$ cat config.mk
export PLATFORM = sky130hd
export DESIGN_NAME = fifo_serializer_flat
export DESIGN_NICKNAME = d
export VERILOG_FILES = /design/src/rtl/fifo_serializer_pkg.sv /design/src/rtl/fifo_serializer_if.sv /design/src/rtl/fifo_serializer.sv /design/src/flat_wrapper.sv
export SDC_FILE = /design/constraint.sdc
export NUM_CORES = 1
export LEC_CHECK = 0
export ABC_AREA = 1
export BUFFER_PORTS_ARGS = -buffer_cell sky130_fd_sc_hd__clkbuf_2
export CAP_MARGIN = 10
export CORE_MARGIN = 4
export CORE_UTILIZATION = 39
export DETAILED_ROUTE_END_ITERATION = 8
export SYNTH_ARGS = -nofsm -noshare
export SYNTH_HDL_FRONTEND = slang
export SYNTH_SLANG_ARGS = --single-unit
$ cat constraint.sdc
create_clock -name clock -period 2.6 [get_ports clock]
set_clock_uncertainty 0.2 [all_clocks]
set_input_delay 0.52 -clock clock [delete_from_list [all_inputs] [get_ports clock]]
set_output_delay 0.52 -clock clock [all_outputs]
set_load 0.05 [all_outputs]
$ cat src/rtl/fifo_serializer_pkg.sv
// Shared types and constants for the FIFO feeder serializer.
// Holds the FSM state enum, the default geometry, and a beat-width helper.
package fifo_pkg;

    typedef enum logic {
        IDLE = 1'b0,
        SEND = 1'b1
    } state_t;

    localparam int unsigned DEF_MSBD  = 1;
    localparam int unsigned DEF_BEATS = 4;
    localparam int unsigned DEF_MSBC  = 1;
    localparam int unsigned DEF_MSBW  = 7;

    // Beat width and wide-word width for the default geometry
    localparam int unsigned BEAT_W = DEF_MSBD + 1;
    localparam int unsigned WORDW  = DEF_BEATS * BEAT_W;

    function automatic int unsigned beat_width(input int unsigned msbd);
        return msbd + 1;
    endfunction

endpackage

$ cat src/rtl/fifo_serializer_if.sv
// Producer-side valid/ready bus plus FIFO push/full pins for fifo_serializer.
// Signals:
//   in_data/in_valid/in_ready : wide word handshake from the producer
//   push/dataIn               : beat strobe and data towards the FIFO
//   full                      : FIFO full flag
// Modports: slave = serializer side, master = producer/FIFO side.
interface fifo_serializer_if #(
    parameter int unsigned MSBD  = fifo_pkg::DEF_MSBD,
    parameter int unsigned BEATS = fifo_pkg::DEF_BEATS
);
    logic [BEATS*(MSBD+1)-1:0] in_data;
    logic                      in_valid;
    logic                      in_ready;
    logic                      push;
    logic [MSBD:0]             dataIn;
    logic                      full;

    modport slave (
        input  in_data, in_valid, full,
        output in_ready, push, dataIn
    );

    modport master (
        output in_data, in_valid, full,
        input  in_ready, push, dataIn
    );
endinterface

$ cat src/rtl/fifo_serializer.sv
// Splits wide producer words into BEATS narrow beats (LSB beat first) and
// pushes them into a ring-buffer FIFO, stalling on the FIFO full flag.
// Ports:
//   clock      : system clock, rising edge
//   rst        : synchronous active-low reset
//   bus        : producer handshake + FIFO push/dataIn/full (slave modport)
//   busy       : a word is being serialised
//   words_sent : count of fully pushed words, wraps
module fifo_serializer
    import fifo_pkg::*;
#(
    parameter int unsigned MSBD  = DEF_MSBD,
    parameter int unsigned BEATS = DEF_BEATS,
    parameter int unsigned MSBC  = DEF_MSBC,
    parameter int unsigned MSBW  = DEF_MSBW
) (
    input  logic                 clock,
    input  logic                 rst,
    fifo_serializer_if.slave     bus,
    output logic                 busy,
    output logic [MSBW:0]        words_sent
);

    localparam int unsigned BEAT_BITS = beat_width(MSBD);
    localparam int unsigned WORD_BITS = BEATS * BEAT_BITS;
    localparam int unsigned CNT_W     = MSBC + 1;
    localparam int unsigned WCNT_W    = MSBW + 1;

    state_t                 r_state,  w_state_nxt;
    logic [WORD_BITS-1:0]   r_shreg,  w_shreg_nxt;
    logic [CNT_W-1:0]       r_cnt,    w_cnt_nxt;
    logic [WCNT_W-1:0]      r_words,  w_words_nxt;

    logic w_send;
    logic w_last;
    logic w_push;
    logic w_ready;
    logic w_accept;

    // Output decode; push and in_ready follow full combinationally
    assign w_send   = (r_state == SEND);
    assign w_last   = w_send && (r_cnt == CNT_W'(BEATS - 1));
    assign w_push   = w_send && !bus.full;
    assign w_ready  = !w_send || (w_last && !bus.full);
    assign w_accept = bus.in_valid && w_ready;

    assign bus.push     = w_push;
    assign bus.in_ready = w_ready;
    assign bus.dataIn   = w_send ? r_shreg[MSBD:0] : '0;
    assign busy         = w_send;
    assign words_sent   = r_words;

    // Next-state: a push consumes the current beat, an accept loads a new word.
    // Accept is evaluated last so a new word can replace the final beat in the
    // same cycle (zero-bubble back-to-back).
    always_comb begin
        w_state_nxt = r_state;
        w_shreg_nxt = r_shreg;
        w_cnt_nxt   = r_cnt;
        w_words_nxt = r_words;

        if (w_push) begin
            if (w_last) begin
                w_words_nxt = r_words + WCNT_W'(1);
                w_state_nxt = IDLE;
            end else begin
                w_shreg_nxt = r_shreg >> BEAT_BITS;
                w_cnt_nxt   = r_cnt + CNT_W'(1);
            end
        end

        if (w_accept) begin
            w_shreg_nxt = bus.in_data;
            w_cnt_nxt   = '0;
            w_state_nxt = SEND;
        end
    end

    // State register with synchronous active-low reset
    always_ff @(posedge clock) begin
        if (!rst) begin
            r_state <= IDLE;
            r_shreg <= '0;
            r_cnt   <= '0;
            r_words <= '0;
        end else begin
            r_state <= w_state_nxt;
            r_shreg <= w_shreg_nxt;
            r_cnt   <= w_cnt_nxt;
            r_words <= w_words_nxt;
        end
    end

endmodule

$ cat src/flat_wrapper.sv
// flat-port wrapper written by rule: the top's interface ports become plain ports
module fifo_serializer_flat import fifo_pkg::*;
#(
    parameter int unsigned MSBD  = DEF_MSBD,
    parameter int unsigned BEATS = DEF_BEATS,
    parameter int unsigned MSBC  = DEF_MSBC,
    parameter int unsigned MSBW  = DEF_MSBW
)
  (clock, rst, busy, words_sent, bus_in_data, bus_in_valid, bus_full, bus_in_ready, bus_push, bus_dataIn);
  fifo_serializer_if #(.MSBD(MSBD), .BEATS(BEATS)) bus_i ();
  input  logic clock;
  input  logic rst;
  output logic busy;
  output logic [MSBW:0] words_sent;
  input wire logic [$bits(bus_i.in_data)-1:0] bus_in_data;
  input wire logic [$bits(bus_i.in_valid)-1:0] bus_in_valid;
  input wire logic [$bits(bus_i.full)-1:0] bus_full;
  output wire logic [$bits(bus_i.in_ready)-1:0] bus_in_ready;
  output wire logic [$bits(bus_i.push)-1:0] bus_push;
  output wire logic [$bits(bus_i.dataIn)-1:0] bus_dataIn;
  assign bus_i.in_data = bus_in_data;
  assign bus_i.in_valid = bus_in_valid;
  assign bus_i.full = bus_full;
  assign bus_in_ready = bus_i.in_ready;
  assign bus_push = bus_i.push;
  assign bus_dataIn = bus_i.dataIn;
  fifo_serializer #(.MSBD(MSBD), .BEATS(BEATS), .MSBC(MSBC), .MSBW(MSBW)) u_core (.clock(clock), .rst(rst), .bus(bus_i), .busy(busy), .words_sent(words_sent));
endmodule
==> impl_metrics.json, run 1 <==
{
  "finalNetCount": 189,
  "hp-class": "flop to flop",
  "worstPathRequired_ps": 1880,
  "syn_nets": 163,
  "max-clock-path-buffers": 2,
  "avgSynthCellArea_um2": 6.625,
  "ys_ff_latch": 19,
  "setup_viol": 0,
  "post_cts_resized": 0,
  "report.final.slew_viol_count": 0,
  "synthTopCellsByCount": "nand2_1, nor2_1, inv_1",
  "relSlewSlack": 0.6370,
  "die_area_um2": 3400,
  "synth_cell_types": 20,
  "final_layout_size_suffix_gt1_frac": 0.2069,
  "vias_per_cell": 4.495,
  "tightest_slew_ps": 544.5,
  "wl_per_cell_um": 9.317,
  "syn2layout_area_growth_pct": 15.97,
  "synth_edf_count": 0,
  "tns_ps": 0,
  "first_global_vias": 782,
  "rsz0062_at_grt": "no",
  "pin_count": 25,
  "drtIter0Drc": 25,
  "synth.most_common_cell": "nand2_1",
  "finalCriticalPeriod_ps": 2387,
  "post_cts_buffers": 0,
  "antenna_found_initial": 0,
  "netlist_instances": 149,
  "insertion_delay_ps": 290,
  "synth_warnings": 0,
  "ys_top_cells_by_area": "dfxtp_1, nand2_1, nor2_1, inv_1, nand3_1",
  "start_kind": "flop",
  "die_y_um": 58.31,
  "synth_largest_area_cell": "dfxtp_1",
  "leakagePower_uw": 0.0006099,
  "root_buffer": "clkbuf_4",
  "cts_hold_buf": 0,
  "hold_violations": 0,
  "vias": 908,
  "p_per_area_nw_per_um2": 484.0,
  "syn_area_um2": 987.2,
  "htreeDepth": 1,
  "dp_hpwl_um": 1486,
  "grt_max_degree": 14,
  "cts_tree": "done",
  "start_util": 0.4258,
  "grt_overflow": 0,
  "die_w_um": 58.31,
  "drtAntennaViolNets": 0,
  "synth_top_flop_cell": "dfxtp_1",
  "n_antenna_cell": 0,
  "firstDrtPassIters": 4,
  "drc": 0,
  "port_buffers": 24,
  "arrival_ps": 1670,
  "cts.clk_slew.worst_paths_ps": 100,
  "drv_cap": 0,
  "whs_ps": 267.4,
  "crit_fanout": 5,
  "grt_pass1_wl_um": 3374,
  "finalCritPeriodShare": 0.9180,
  "fmax_mhz": 419.0,
  "track_usage": 0.1268,
  "critPathCaptureType": "output pin",
  "numClockSinks": 19,
  "synth_seq_area_share": 0.3853,
  "ir_drop_uv": 361.1,
  "cts_made_buffers": 3,
  "outcome": "completed",
  "row_count": 17,
  "core_area_um2": 2318,
  "place_congestion": 0.7315,
  "ys_async_sr_fraction": 0,
  "wl_um": 1882,
  "yosysTopAreaCellShare": 0.3853,
  "timing_worst_setup_path_type": "flop to output pin"
}
==> sequential cells by signal, indices dropped and copies added (netlist names) <==
| register | flops |
|---|---|
| u_core.r_shreg | 8 |
| u_core.r_cnt | 2 |
| u_core.busy | 1 |
| u_core.words_sent | 8 |
==> path summary, 6_finish.rpt <==
check | depth (start not counted) | slack, ps | endpoint | startpoint
worst max-delay path | 6 | 210 | bus_in_ready | u_core.r_cnt[0]
worst min-delay path | 2 | 270 | u_core.r_shreg[7] | u_core.r_shreg[7]
worst max register to register | 11 | 610 | u_core.r_shreg[0] | u_core.r_cnt[0]
worst min register to register | 2 | 270 | u_core.r_shreg[7] | u_core.r_shreg[7]
==> per-layer routing <==
layer / GRT usage / part of all wire / up-vias
met3: 0.04825 / 0.071 / 2
met2: 0.1850 / 0.44 / 22
met4: 0.02980 / 0.0085 / 0
met5: 0 / 0 / -
li1: - / - / 506
met1: 0.1758 / 0.48 / 378
==> critical path, stage by stage (launching register included) <==
cell	delay [ps]
dfxtp_1	360
ha_1	200
inv_1	60
nand2_1	90
inv_1	40
nor2_1	280
clkbuf_2	350
==> report_power, final <==
part | internal, uW | switching, uW | total (uW)
Sequential | 304 | 7.79 | 312
Clock | 59.6 | 85.4 | 145
Combinational | 32.4 | 64.8 | 97.2
Total | 396 | 158 | 554
==> cells by family after synthesis <==
family                     after synthesis  share of synthesized area
xor gates and xnor gates                 1                   0.008874
adders and majority gates                2                    0.02534
DFF                                     19                     0.3853
buffers and inverters                   28                     0.1229
and+or+nand+nor                         89                     0.4030
AOI/OAI and AO/OA                       10                    0.05450
==> cell type report <==
| class | count | area, um^2 |
|---|---|---|
| tap | 28 | 35.03 |
| fill | 253 | 1174 |
| multi-input combinational | 102 | 485.5 |
| timing repair buffer | 25 | 127.6 |
| clock buffer | 4 | 26.28 |
| inverter | 24 | 90.09 |
| sequential | 19 | 380.4 |
==> per-stage QoR <==
step	total power, uW	setup slack [ps]	utilization	instance area (um^2)	cells
2_1_floorplan	396.3	375.0	-	987.2	149
3_3_place_gp	415.7	494.2	0.4825	1119	198
3_5_place_dp	417.0	471.7	0.4825	1119	198
4_1_cts	564.8	182.1	0.4938	1145	202
5_1_grt	598.9	10.93	0.4938	1145	202
6_report	554.1	213.2	0.4938	1145	202
==> layout by cell type, fill, tap and decap left out, types with 2 or more instances in the layout <==
cell type and count:
clkbuf_4 3, nand3_1 16, o21ai_0 3, dfxtp_1 19, nor2_4 2, nand2_2 2
ha_1 2, inv_1 22, nor2_1 26, nand2_1 40, clkbuf_2 24, a21oi_1 6
No activity file was read; power rests on OpenSTA's default activity.
==> run 2, diff against run 1 <==
--- a/constraint.sdc
+++ b/constraint.sdc
@@ -3,3 +3,3 @@
 set_input_delay 0.52 -clock clock [delete_from_list [all_inputs] [get_ports clock]]
 set_output_delay 0.52 -clock clock [all_outputs]
-set_load 0.05 [all_outputs]
+set_load 0.1 [all_outputs]
==> impl_metrics.json, run 2 (same netlist as run 1, synthesis figures left out) <==
{
  "outcome": "completed",
  "insertion_delay_ps": 300,
  "first_global_vias": 788,
  "max-clock-path-buffers": 2,
  "cts_made_buffers": 3,
  "seqPwrFrac": 0.528,
  "critPathMaxStageDelay_ps": 370,
  "drv_cap": 0,
  "crit_fanout": 11,
  "top_layer_used": "met4",
  "start_kind": "flop",
  "p_per_area_nw_per_um2": 507.2,
  "route.met3.wl_um": 127,
  "rsz0062_at_grt": "no",
  "fmax_mhz": 448.5,
  "p_sw_frac": 0.3265,
  "pwr-share-comb": 0.212,
  "drtIter0Drc": 41,
  "start_util": 0.4258,
  "hold_violations": 0,
  "finalNetCount": 189,
  "path_cells": "ha_1 -> inv_1 -> nand2_1 -> inv_1 -> nor2_1 -> buf_4 -> buf_12",
  "numClockSinks": 19,
  "finalCriticalPeriod_ps": 2230,
  "post_cts_resized": 0,
  "timing_worst_setup_path_type": "flop to output pin",
  "wl_met2_um": 871,
  "relSlewSlack": 0.6358,
  "post_cts_buffers": 0,
  "critPathSlowestCell": "dfxtp_1",
  "n_antenna_cell": 0,
  "finalCritPeriodShare": 0.8576,
  "port_buffers": 24,
  "grt_overflow": 0,
  "firstDrtPassIters": 5,
  "multiInputGateArea_um2": 493.0,
  "final_common_cell": "nand2_1",
  "wl_per_cell_um": 10.12,
  "pin_count": 25,
  "antenna_found_initial": 0,
  "intPower_uw": 399.2,
  "final_layout_size_suffix_gt1_frac": 0.2184,
  "final_cells": 202,
  "report.final.slew_viol_count": 0,
  "drtAntennaViolNets": 0,
  "die_w_um": 58.31,
  "cts_hold_buf": 0,
  "cts.clk_slew.worst_paths_ps": 120,
  "tightest_slew_ps": 546.2,
  "die_area_um2": 3400,
  "ir_drop_uv": 308.3,
  "track_usage": 0.1279,
  "critPathCaptureType": "output pin",
  "tns_ps": 0,
  "leakagePower_uw": 0.0006185,
  "path_delay_family": "buffers and inverters",
  "row_count": 17,
  "arrival_ps": 1510,
  "grt_max_degree": 14,
  "nFillCells": 262,
  "grt_pass1_wl_um": 3422,
  "place_congestion": 0.7571,
  "vias": 930,
  "syn2layout_area_growth_pct": 18.38,
  "crit_top_cell": "inv_1",
  "clockPowerShare": 0.261,
  "die_y_um": 58.31,
  "setup_viol": 0,
  "switching_power_uw": 193.6,
  "dp_hpwl_um": 1536,
  "worstPathRequired_ps": 1880,
  "wl_met1_um": 1016,
  "core_area_um2": 2318,
  "root_buffer": "clkbuf_4",
  "hp-class": "input port to flop",
  "dp_cells": 198,
  "mostFrequentLayoutCells": "nand2_1, nor2_1, clkbuf_2, inv_1, dfxtp_1",
  "path_buf_inv": 4,
  "htreeDepth": 1,
  "vias_per_cell": 4.604,
  "final-seq-area_um2": 380.4,
  "drc": 0,
  "wl_um": 2045,
  "cts_tree": "done"
}
-- run 2: cell types whose count changed in the layout (fill, tap and decap cells not counted), sizes merged --
cell,change
clkinv,+1
clkbuf,-2
buf,+1
-- run 2: cell type report --
type / instances / share of cell area
clock inverter: 1 / 0.004283
clock buffer: 3 / 0.01927
timing repair buffer: 25 / 0.1221
inverter: 24 / 0.07709
multi-input combinational: 102 / 0.4218
sequential: 19 / 0.3255
tap: 28 / 0.02998
-- run 2: routing by layer --
| layer | track usage | vias up |
|---|---|---|
| li1 | - | 503 |
| met1 | 0.1876 | 396 |
| met2 | 0.1834 | 27 |
| met3 | 0.02412 | 4 |
| met4 | 0.04967 | 0 |
| met5 | 0 | - |
-- run 2: power by group through the flow --
stage	Combinational [uW]	Sequential [uW]	Clock, uW
6_report	125	313	155
5_1_grt	139	315	175
4_1_cts	126	313	162
3_5_place_dp	126	319	0
3_3_place_gp	124	319	0
2_1_floorplan	91.3	326	0
-- run 2: path summary, 6_finish.rpt --
check,from,to,slack [ps],cells after the start
setup / recovery,u_core.r_cnt[0],bus_in_ready,370,7
setup reg to reg,u_core.r_cnt[0],u_core.r_shreg[1],810,11
hold / removal,bus_in_data[7],u_core.r_shreg[7],260,3
hold reg to reg,u_core.words_sent[4],u_core.words_sent[4],280,2
-- run 2: worst register-to-register path, cell delays in order (launching register included) --
cell and delay, ps:
dfxtp_1 370, ha_1 190, inv_1 60, nand2_1 90, inv_1 40, nor2_1 80
buf_4 190, nand2_1 190, nand2_1 120, nand3_1 70, nand2_1 80, inv_1 30
-- run 2: through the flow --
stage	power, uW	hold slack, ps	worst slack (ps)	instance area [um^2]	utilization
after floorplan	417.5	239.0	125.0	994.7	-
after global placement	442.9	254.6	626.1	1141	0.4922
after detailed placement	445.1	255.1	618.2	1141	0.4922
after CTS	601.7	244.8	354.9	1169	0.5040
after global routing	627.9	257.5	235.2	1169	0.5040
final	592.8	258.2	370.3	1169	0.5040
